`config.mk`:
```
export PLATFORM = sky130hd
export DESIGN_NAME = read_ptr_empty_logic_flat
export DESIGN_NICKNAME = d
export VERILOG_FILES = /design/src/rtl/read_ptr_empty_logic_if.sv /design/src/rtl/read_ptr_empty_logic.sv /design/src/flat_wrapper.sv
export SDC_FILE = /design/constraint.sdc
export NUM_CORES = 1
export LEC_CHECK = 0
export CAP_MARGIN = 15
export CORE_MARGIN = 4
export CORE_UTILIZATION = 45
export CTS_CLUSTER_DIAMETER = 40
export DETAILED_ROUTE_END_ITERATION = 8
export HOLD_SLACK_MARGIN = 0.15
export PLACE_DENSITY = 0.76
export SYNTH_ARGS = -nofsm -noshare
export SYNTH_HDL_FRONTEND = slang
export SYNTH_SLANG_ARGS = --single-unit
```
`constraint.sdc`:
```
create_clock -name read_clk -period 3.6 [get_ports read_clk]
set_clock_uncertainty 0.2 [all_clocks]
set_input_delay 0.72 -clock read_clk [delete_from_list [all_inputs] [get_ports read_clk]]
set_output_delay 0.72 -clock read_clk [all_outputs]
set_load 0.05 [all_outputs]
```
`src/rtl/read_ptr_empty_logic_if.sv`:
```
// Read-side FIFO control bundle: pop request and incoming write pointer in,
// read pointer (binary and Gray) and read-domain status flags out.
interface read_ptr_empty_logic_if #(
  parameter int PTR_W = 4
);
  logic             rd_en;
  logic [PTR_W-1:0] write_ptr_gray;
  logic [PTR_W-1:0] read_ptr;
  logic [PTR_W-1:0] read_ptr_gray;
  logic             empty;
  logic             almost_empty;
  logic [PTR_W-1:0] rd_count;
  logic             rd_valid;
  logic             underflow;

  modport master (
    output rd_en, write_ptr_gray,
    input  read_ptr, read_ptr_gray, empty, almost_empty, rd_count, rd_valid, underflow
  );

  modport slave (
    input  rd_en, write_ptr_gray,
    output read_ptr, read_ptr_gray, empty, almost_empty, rd_count, rd_valid, underflow
  );
endinterface

```
`src/rtl/read_ptr_empty_logic.sv`:
```
// Async FIFO read-side control: brings the Gray write pointer into read_clk,
// owns the read pointer and derives empty / almost_empty / count / valid / underflow.
module read_ptr_empty_logic #(
  parameter int PTR_W     = 4,
  parameter int AE_THRESH = 2
) (
  input  logic                        read_clk,
  input  logic                        rst,
  read_ptr_empty_logic_if.slave       rd_if
);

  localparam logic [PTR_W:0] AE_LIMIT = (PTR_W+1)'(AE_THRESH);

  logic [PTR_W-1:0] sync1_q, sync1_d;
  logic [PTR_W-1:0] sync2_q, sync2_d;
  logic [PTR_W-1:0] read_ptr_q, read_ptr_d;
  logic [PTR_W-1:0] read_ptr_gray_q, read_ptr_gray_d;
  logic             rd_valid_q, rd_valid_d;
  logic             underflow_q, underflow_d;

  logic [PTR_W-1:0] wptr_bin;
  logic [PTR_W-1:0] rd_count;
  logic             empty;
  logic             almost_empty;
  logic             pop;

  function automatic logic [PTR_W-1:0] gray2bin(input logic [PTR_W-1:0] g);
    logic [PTR_W-1:0] b;
    b[PTR_W-1] = g[PTR_W-1];
    for (int i = PTR_W - 2; i >= 0; i--) begin
      b[i] = b[i+1] ^ g[i];
    end
    return b;
  endfunction

  // NOTE: every signal gets a value at the top of the block, so no path can leave one unassigned and infer a latch.
  always_comb begin
    sync1_d         = rd_if.write_ptr_gray;
    sync2_d         = sync1_q;
    wptr_bin        = gray2bin(sync2_q);
    empty           = (read_ptr_q == wptr_bin);
    rd_count        = wptr_bin - read_ptr_q;
    almost_empty    = ({1'b0, rd_count} <= AE_LIMIT);
    pop             = rd_if.rd_en && !empty;

    read_ptr_d      = read_ptr_q;
    if (pop) begin
      read_ptr_d = read_ptr_q + PTR_W'(1);
    end
    // Gray form comes from the next binary value so it can leave a flop directly.
    read_ptr_gray_d = read_ptr_d ^ (read_ptr_d >> 1);
    rd_valid_d      = pop;
    underflow_d     = underflow_q | (rd_if.rd_en & empty);
  end

  // NOTE: non-blocking assignments keep every flop sampling pre-edge values, which is what makes the sync chain two stages deep.
  always_ff @(posedge read_clk or posedge rst) begin
    if (rst) begin
      sync1_q         <= '0;
      sync2_q         <= '0;
      read_ptr_q      <= '0;
      read_ptr_gray_q <= '0;
      rd_valid_q      <= 1'b0;
      underflow_q     <= 1'b0;
    end else begin
      sync1_q         <= sync1_d;
      sync2_q         <= sync2_d;
      read_ptr_q      <= read_ptr_d;
      read_ptr_gray_q <= read_ptr_gray_d;
      rd_valid_q      <= rd_valid_d;
      underflow_q     <= underflow_d;
    end
  end

  assign rd_if.read_ptr      = read_ptr_q;
  assign rd_if.read_ptr_gray = read_ptr_gray_q;
  assign rd_if.empty         = empty;
  assign rd_if.almost_empty  = almost_empty;
  assign rd_if.rd_count      = rd_count;
  assign rd_if.rd_valid      = rd_valid_q;
  assign rd_if.underflow     = underflow_q;

endmodule

```
`src/flat_wrapper.sv`:
```
// flat-port wrapper written by rule: the top's interface ports become plain ports
module read_ptr_empty_logic_flat 
#(
  parameter int PTR_W     = 4,
  parameter int AE_THRESH = 2
)
  (read_clk, rst, rd_if_rd_en, rd_if_write_ptr_gray, rd_if_read_ptr, rd_if_read_ptr_gray, rd_if_empty, rd_if_almost_empty, rd_if_rd_count, rd_if_rd_valid, rd_if_underflow);
  read_ptr_empty_logic_if #(.PTR_W(PTR_W)) rd_if_i ();
  input  logic read_clk;
  input  logic rst;
  input wire logic [$bits(rd_if_i.rd_en)-1:0] rd_if_rd_en;
  input wire logic [$bits(rd_if_i.write_ptr_gray)-1:0] rd_if_write_ptr_gray;
  output wire logic [$bits(rd_if_i.read_ptr)-1:0] rd_if_read_ptr;
  output wire logic [$bits(rd_if_i.read_ptr_gray)-1:0] rd_if_read_ptr_gray;
  output wire logic [$bits(rd_if_i.empty)-1:0] rd_if_empty;
  output wire logic [$bits(rd_if_i.almost_empty)-1:0] rd_if_almost_empty;
  output wire logic [$bits(rd_if_i.rd_count)-1:0] rd_if_rd_count;
  output wire logic [$bits(rd_if_i.rd_valid)-1:0] rd_if_rd_valid;
  output wire logic [$bits(rd_if_i.underflow)-1:0] rd_if_underflow;
  assign rd_if_i.rd_en = rd_if_rd_en;
  assign rd_if_i.write_ptr_gray = rd_if_write_ptr_gray;
  assign rd_if_read_ptr = rd_if_i.read_ptr;
  assign rd_if_read_ptr_gray = rd_if_i.read_ptr_gray;
  assign rd_if_empty = rd_if_i.empty;
  assign rd_if_almost_empty = rd_if_i.almost_empty;
  assign rd_if_rd_count = rd_if_i.rd_count;
  assign rd_if_rd_valid = rd_if_i.rd_valid;
  assign rd_if_underflow = rd_if_i.underflow;
  read_ptr_empty_logic #(.PTR_W(PTR_W), .AE_THRESH(AE_THRESH)) u_core (.read_clk(read_clk), .rst(rst), .rd_if(rd_if_i));
endmodule
```
# [Yosys cells after proc, flatten, opt, wreduce, memory -nomap -nowiden]
# Index checks and enable logic that the tools add are counted.
[word_totals] reg_bits=18 in_bits=7 word_cells=19
[op_classes] addsub=2 order_cmp=1 n_eq_ne=1 muxes=1 bitwise=6 reduce_logical=2
[op_table] op="$add 4x1->4 const B" count=1
[op_table] op="$eq 4x4->1" count=1
[op_table] op="$le 4x2->1 const B" count=1
[op_table] op="$mux 4" count=1
[op_table] op="$sub 4x4->4" count=1
[op_table] op="$xor 4x3->4" count=1
[op_table] op="$xor 1x1->1" count=3
[op_table] op="$and 1x1->1" count=1
[op_table] op="$logic_and 1x1->1" count=1
[op_table] op="$logic_not 1->1" count=1
[op_table] op="$or 1x1->1" count=1

# [Depth between registers and ports, before layout]
[logic_depth] ltp_word=8 depth_mapped=8 ltp_nobuf=8

# [Worst setup path after synthesis]
# OpenSTA, ideal clock, no wires.
[synth_timing] kind="register -> output" start="register u_core.sync2_q[3]" end="output rd_if_almost_empty" arrival_time_ps=2889 required_ps=2680 path_slack_ps=-209 path_stages_with_launch=8 n_path_buf=0 cell_sequence="dfrtp_1 -> xor2_1 -> xor2_1 -> xnor2_1 -> ha_1 -> inv_1 -> fa_1 -> a221oi_2"
[synth_between] elab_chain_len=5
[synth_lines] item="from (decl)" line_no="read_ptr_empty_logic.sv:15" source="logic [PTR_W-1:0] sync2_q, sync2_d;"
[synth_lines] item="from (signal assigned)" line_no="read_ptr_empty_logic.sv:67" source="sync2_q <= sync2_d;"
[synth_lines] item="$xor 1x1->1 * (2 in a row)" line_no="read_ptr_empty_logic.sv:31" source="b[i] = b[i+1] ^ g[i];"
[synth_lines] item="$xor 1x1->1" line_no="read_ptr_empty_logic.sv:31"
[synth_lines] item="$sub 4x4->4 *" line_no="read_ptr_empty_logic.sv:42" source="rd_count = wptr_bin - read_ptr_q;"
[synth_lines] item="named net rd_if_rd_count[1]" line_no="flat_wrapper.sv:17" source="output wire logic [$bits(rd_if_i.rd_count)-1:0] rd_if_rd_count;"
[synth_lines] item="$le 4x2->1 *" line_no="read_ptr_empty_logic.sv:43" source="almost_empty = ({1'b0, rd_count} <= AE_LIMIT);"
[synth_lines] item="to (decl)" line_no="flat_wrapper.sv:16" source="output wire logic [$bits(rd_if_i.almost_empty)-1:0] rd_if_almost_empty;"
# Mark *: on every way through the listed nets, which the timed path passes. The rest lies on a longest branch.

# [Final worst setup path]
[layout_timing] start="register u_core.sync2_q[3]" end="output rd_if_almost_empty"
[layout_between] elab_chain_len=5
[layout_lines] item="$xor 1x1->1 (3 in a row)" line_no="read_ptr_empty_logic.sv:31"
[layout_lines] item="$sub 4x4->4 *" line_no="read_ptr_empty_logic.sv:42"
[layout_lines] item="$le 4x2->1 *" line_no="read_ptr_empty_logic.sv:43"
# Every way passes the cells marked *; elsewhere a longest branch is shown, timed or not.

==> results.md <==
- Final core occ: 67.84%
- Biggest area consumer among synthesized cells: dfrtp_1
- Status: finished clean
- Area occupied by multi-input gates: 389.1 um2
- Maximum clock rate: 286.6 MHz
- EDFF count, synth: 0
- Clock slew at reported path FFs: 0.09 ns
- Pre-CTS setup slack: 0.2092 ns
- Largest cells by area after synthesis: dfrtp_1, xnor2_1, xor2_1
- Synthesized net count: 73
- Slew HR: 59.38%
- Synth Warn #: 0
- Core Area: 1708 um2
- # nets final: 100
- HPWL after DPL: 1.224 mm
- DR WL met3: 49 um
- Hold Vio Cnt, Final: 0
- CTS sink count: 17
- Largest net degree at the start of global routing: 18
- Most frequent CP cell: xor2_2
- Total track usage: 12.95%
- Vias in the first global route: 575
- PnR worst setup slack: 0.1108 ns
- Global-route wire length before repair: 2.532 mm
- Clock Path Buffers: 2
- Global route total overflow: 0
- Drt total wl: 1.438 mm
- Wire length on met2: 765 um
- Total Die Area: 2538 um2
- Netlist cell types: 24
- Vias per cell: 4.670
- P&R area growth vs syn: 43.34%
- Inserted Clock Buffers: 3
- Worst-path cell chain: xor2_2, xor2_2, ha_1, nor2b_1, o21a_1, or3_4, a221oi_4, buf_12
- Crit share post-route: 96.92%
- Worst-Margin Slew: 0.6086 ns
- RD Place Congestion: 0.7292
- Rows: 15
- WL met1: 612 um
- # port buffers: 22
- Final setup vio count: 0
- Via Count: 523
- Worst Path Required: 2.68 ns
- Hold WC Path Type: flop to flop
- TritonCTS clock tree: yes
- Hold_buf cts: 0
- Primary FF master, synth: dfrtp_1
- Max_cap viols: 0
- Top cells by count, synth: dfrtp_1, inv_1, xnor2_1, xor2_1, ha_1
- Slowest stage delay, CP: 0.46 ns
- Cell Area, Synth: 808.3 um2
- H-tree depth: 1
- Starting Density: 47.33%
- Avg Cell Area, Syn: 13.25 um2
- Die X-Extent: 50.38 um
- Routed Antenna Nets: 0
- DRT Pass-1 Iters: 4
- Seq. cell area: 426.7 um2
- Fill cells: 126
- Mapped Cells: 61
- Ant diodes: 0
- Clk Latency, worst-skew pair: 0.28 ns
- Most instantiated library cell after synthesis: dfrtp_1
- Ratio of cells with drive above 1 in the final layout: 26.44%
- Antenna violations before repair: 0
- Ys async rst share: 100.0%
- Max FO, Critical Path: 3
- Critical-path top delay cell: dfrtp_2
- Sequential area share after synthesis: 52.63%
- WL/cell: 12.84 um
- Crit path capture type: output pin
- DIE HEIGHT: 50.38 um
- Max-slew violations: 0
- Top sig layer: met4
- WS Path Type: flop to output pin
- Worst setup SP type: flop
- Final min period: 3.489 ns
- Num ports: 23
- TNS Setup: 0 ns
- DRT iter0 DRCs: 6
- # DRC: 0
- Critical path arrival: 2.57 ns
- Post-synthesis register bit count: 17
- Root Driver: clkbuf_4
- Top cell type's share of synthesized area: 52.63%
==> area by class of cell <==
| class | count | area share, % |
|---|---|---|
| Inverter | 6 | 1.944 |
| Clock buffer | 4 | 2.268 |
| Sequential cell | 17 | 36.83 |
| Multi-Input combinational cell | 37 | 33.59 |
| Timing Repair Buffer | 23 | 22.68 |
| Tap cell | 25 | 2.700 |
==> registers in the layout (all words and copies together), names as in the netlist <==
signal / count
u_core.sync2_q: 4
u_core.sync1_q: 4
u_core.rd_if.underflow: 1
u_core.rd_if.rd_valid: 1
u_core.rd_if.read_ptr_gray: 4
u_core.rd_if.read_ptr: 3
==> layer usage <==
metal  vias up  GRT usage [%]
met5         -              0
met4         0          2.691
met3         2          2.077
met2        11          21.74
met1       261          17.66
li1        249              -
==> layout by cell type (no fill, tap or decap) <==
cell type         n
inv_1             6
nor3_2            1
nor2_1            1
a21o_1            1
ha_1              4
o21ai_4           1
buf_12            4
nand2_1           2
xor2_1            3
a221oi_4          1
buf_4             3
clkbuf_1          1
clkdlybuf4s50_1  16
xnor2_1           6
dfrtp_1          16
mux2_2            2
nand3_1           1
and2_2            1
o211a_1           1
o22ai_1           1
fa_2              1
nor2b_1           1
clkbuf_4          3
xor2_2            4
dfrtp_2           1
o21a_1            1
mux2i_1           2
o21ai_0           1
or3_4             1
==> timing repair <==
item	4_1_cts	5_1_grt
gates resized for setup	2	1
pin swaps	0	2
gates cloned	0	0
hold endpoints to repair	0	0
setup endpoints to repair	2	2
setup buffers	0	1
==> logic make-up (layout without fill, tap and decap cells) <==
| family | count (synthesis) | after routing | synth area share (%) |
|---|---|---|---|
| DFF | 17 | 17 | 52.63 |
| xor gates and xnor gates | 13 | 13 | 15.02 |
| and+or+nand+nor | 8 | 8 | 6.347 |
| AOI/OAI and AO/OA | 7 | 7 | 8.360 |
| buffers and inverters | 7 | 33 | 3.715 |
| adders and majority gates | 5 | 5 | 8.669 |
| muxes | 4 | 4 | 5.263 |
==> final timing paths <==
| kind | start | end | slack [ns] | cells after the start |
|---|---|---|---|---|
| setup / recovery | u_core.sync2_q[3]$_DFF_PP0_ | rd_if_almost_empty | 0.11 | 8 |
| hold reg to reg | u_core.sync1_q[1]$_DFF_PP0_ | u_core.sync2_q[1]$_DFF_PP0_ | 0.16 | 0 |
| min in group asynchronous | rst | u_core.rd_if.read_ptr_gray[3]$_DFF_PP0_ | 0.61 | 2 |
| setup reg to reg | u_core.sync2_q[3]$_DFF_PP0_ | u_core.rd_if.read_ptr[1]$_DFF_PP0_ | 1.16 | 7 |
| max in group asynchronous | rst | u_core.sync2_q[3]$_DFF_PP0_ | 2.17 | 2 |
| hold / removal | u_core.sync1_q[1]$_DFF_PP0_ | u_core.sync2_q[1]$_DFF_PP0_ | 0.16 | 0 |
==> stage by stage <==
step	hold slack (ns)	cells	area, um2
2_1_floorplan	0.1312	61	829.5
3_3_place_gp	0.1314	107	1109
3_5_place_dp	0.1379	107	1109
4_1_cts	0.1589	111	1150
5_1_grt	0.1742	112	1159
6_report	0.1578	112	1159
==> critical path, delay by kind of cell, from the launching register on <==
kind	cells	cell delay [ns]
and+or+nand+nor	2	0.48
AOI/OAI and AO/OA	2	0.47
DFF	1	0.46
xor gates and xnor gates	2	0.43
adders and majority gates	1	0.28
buffers and inverters	1	0.17
Power is not shown: default switching activity piles up to over one toggle a cycle in this logic, so the estimate is an artifact.
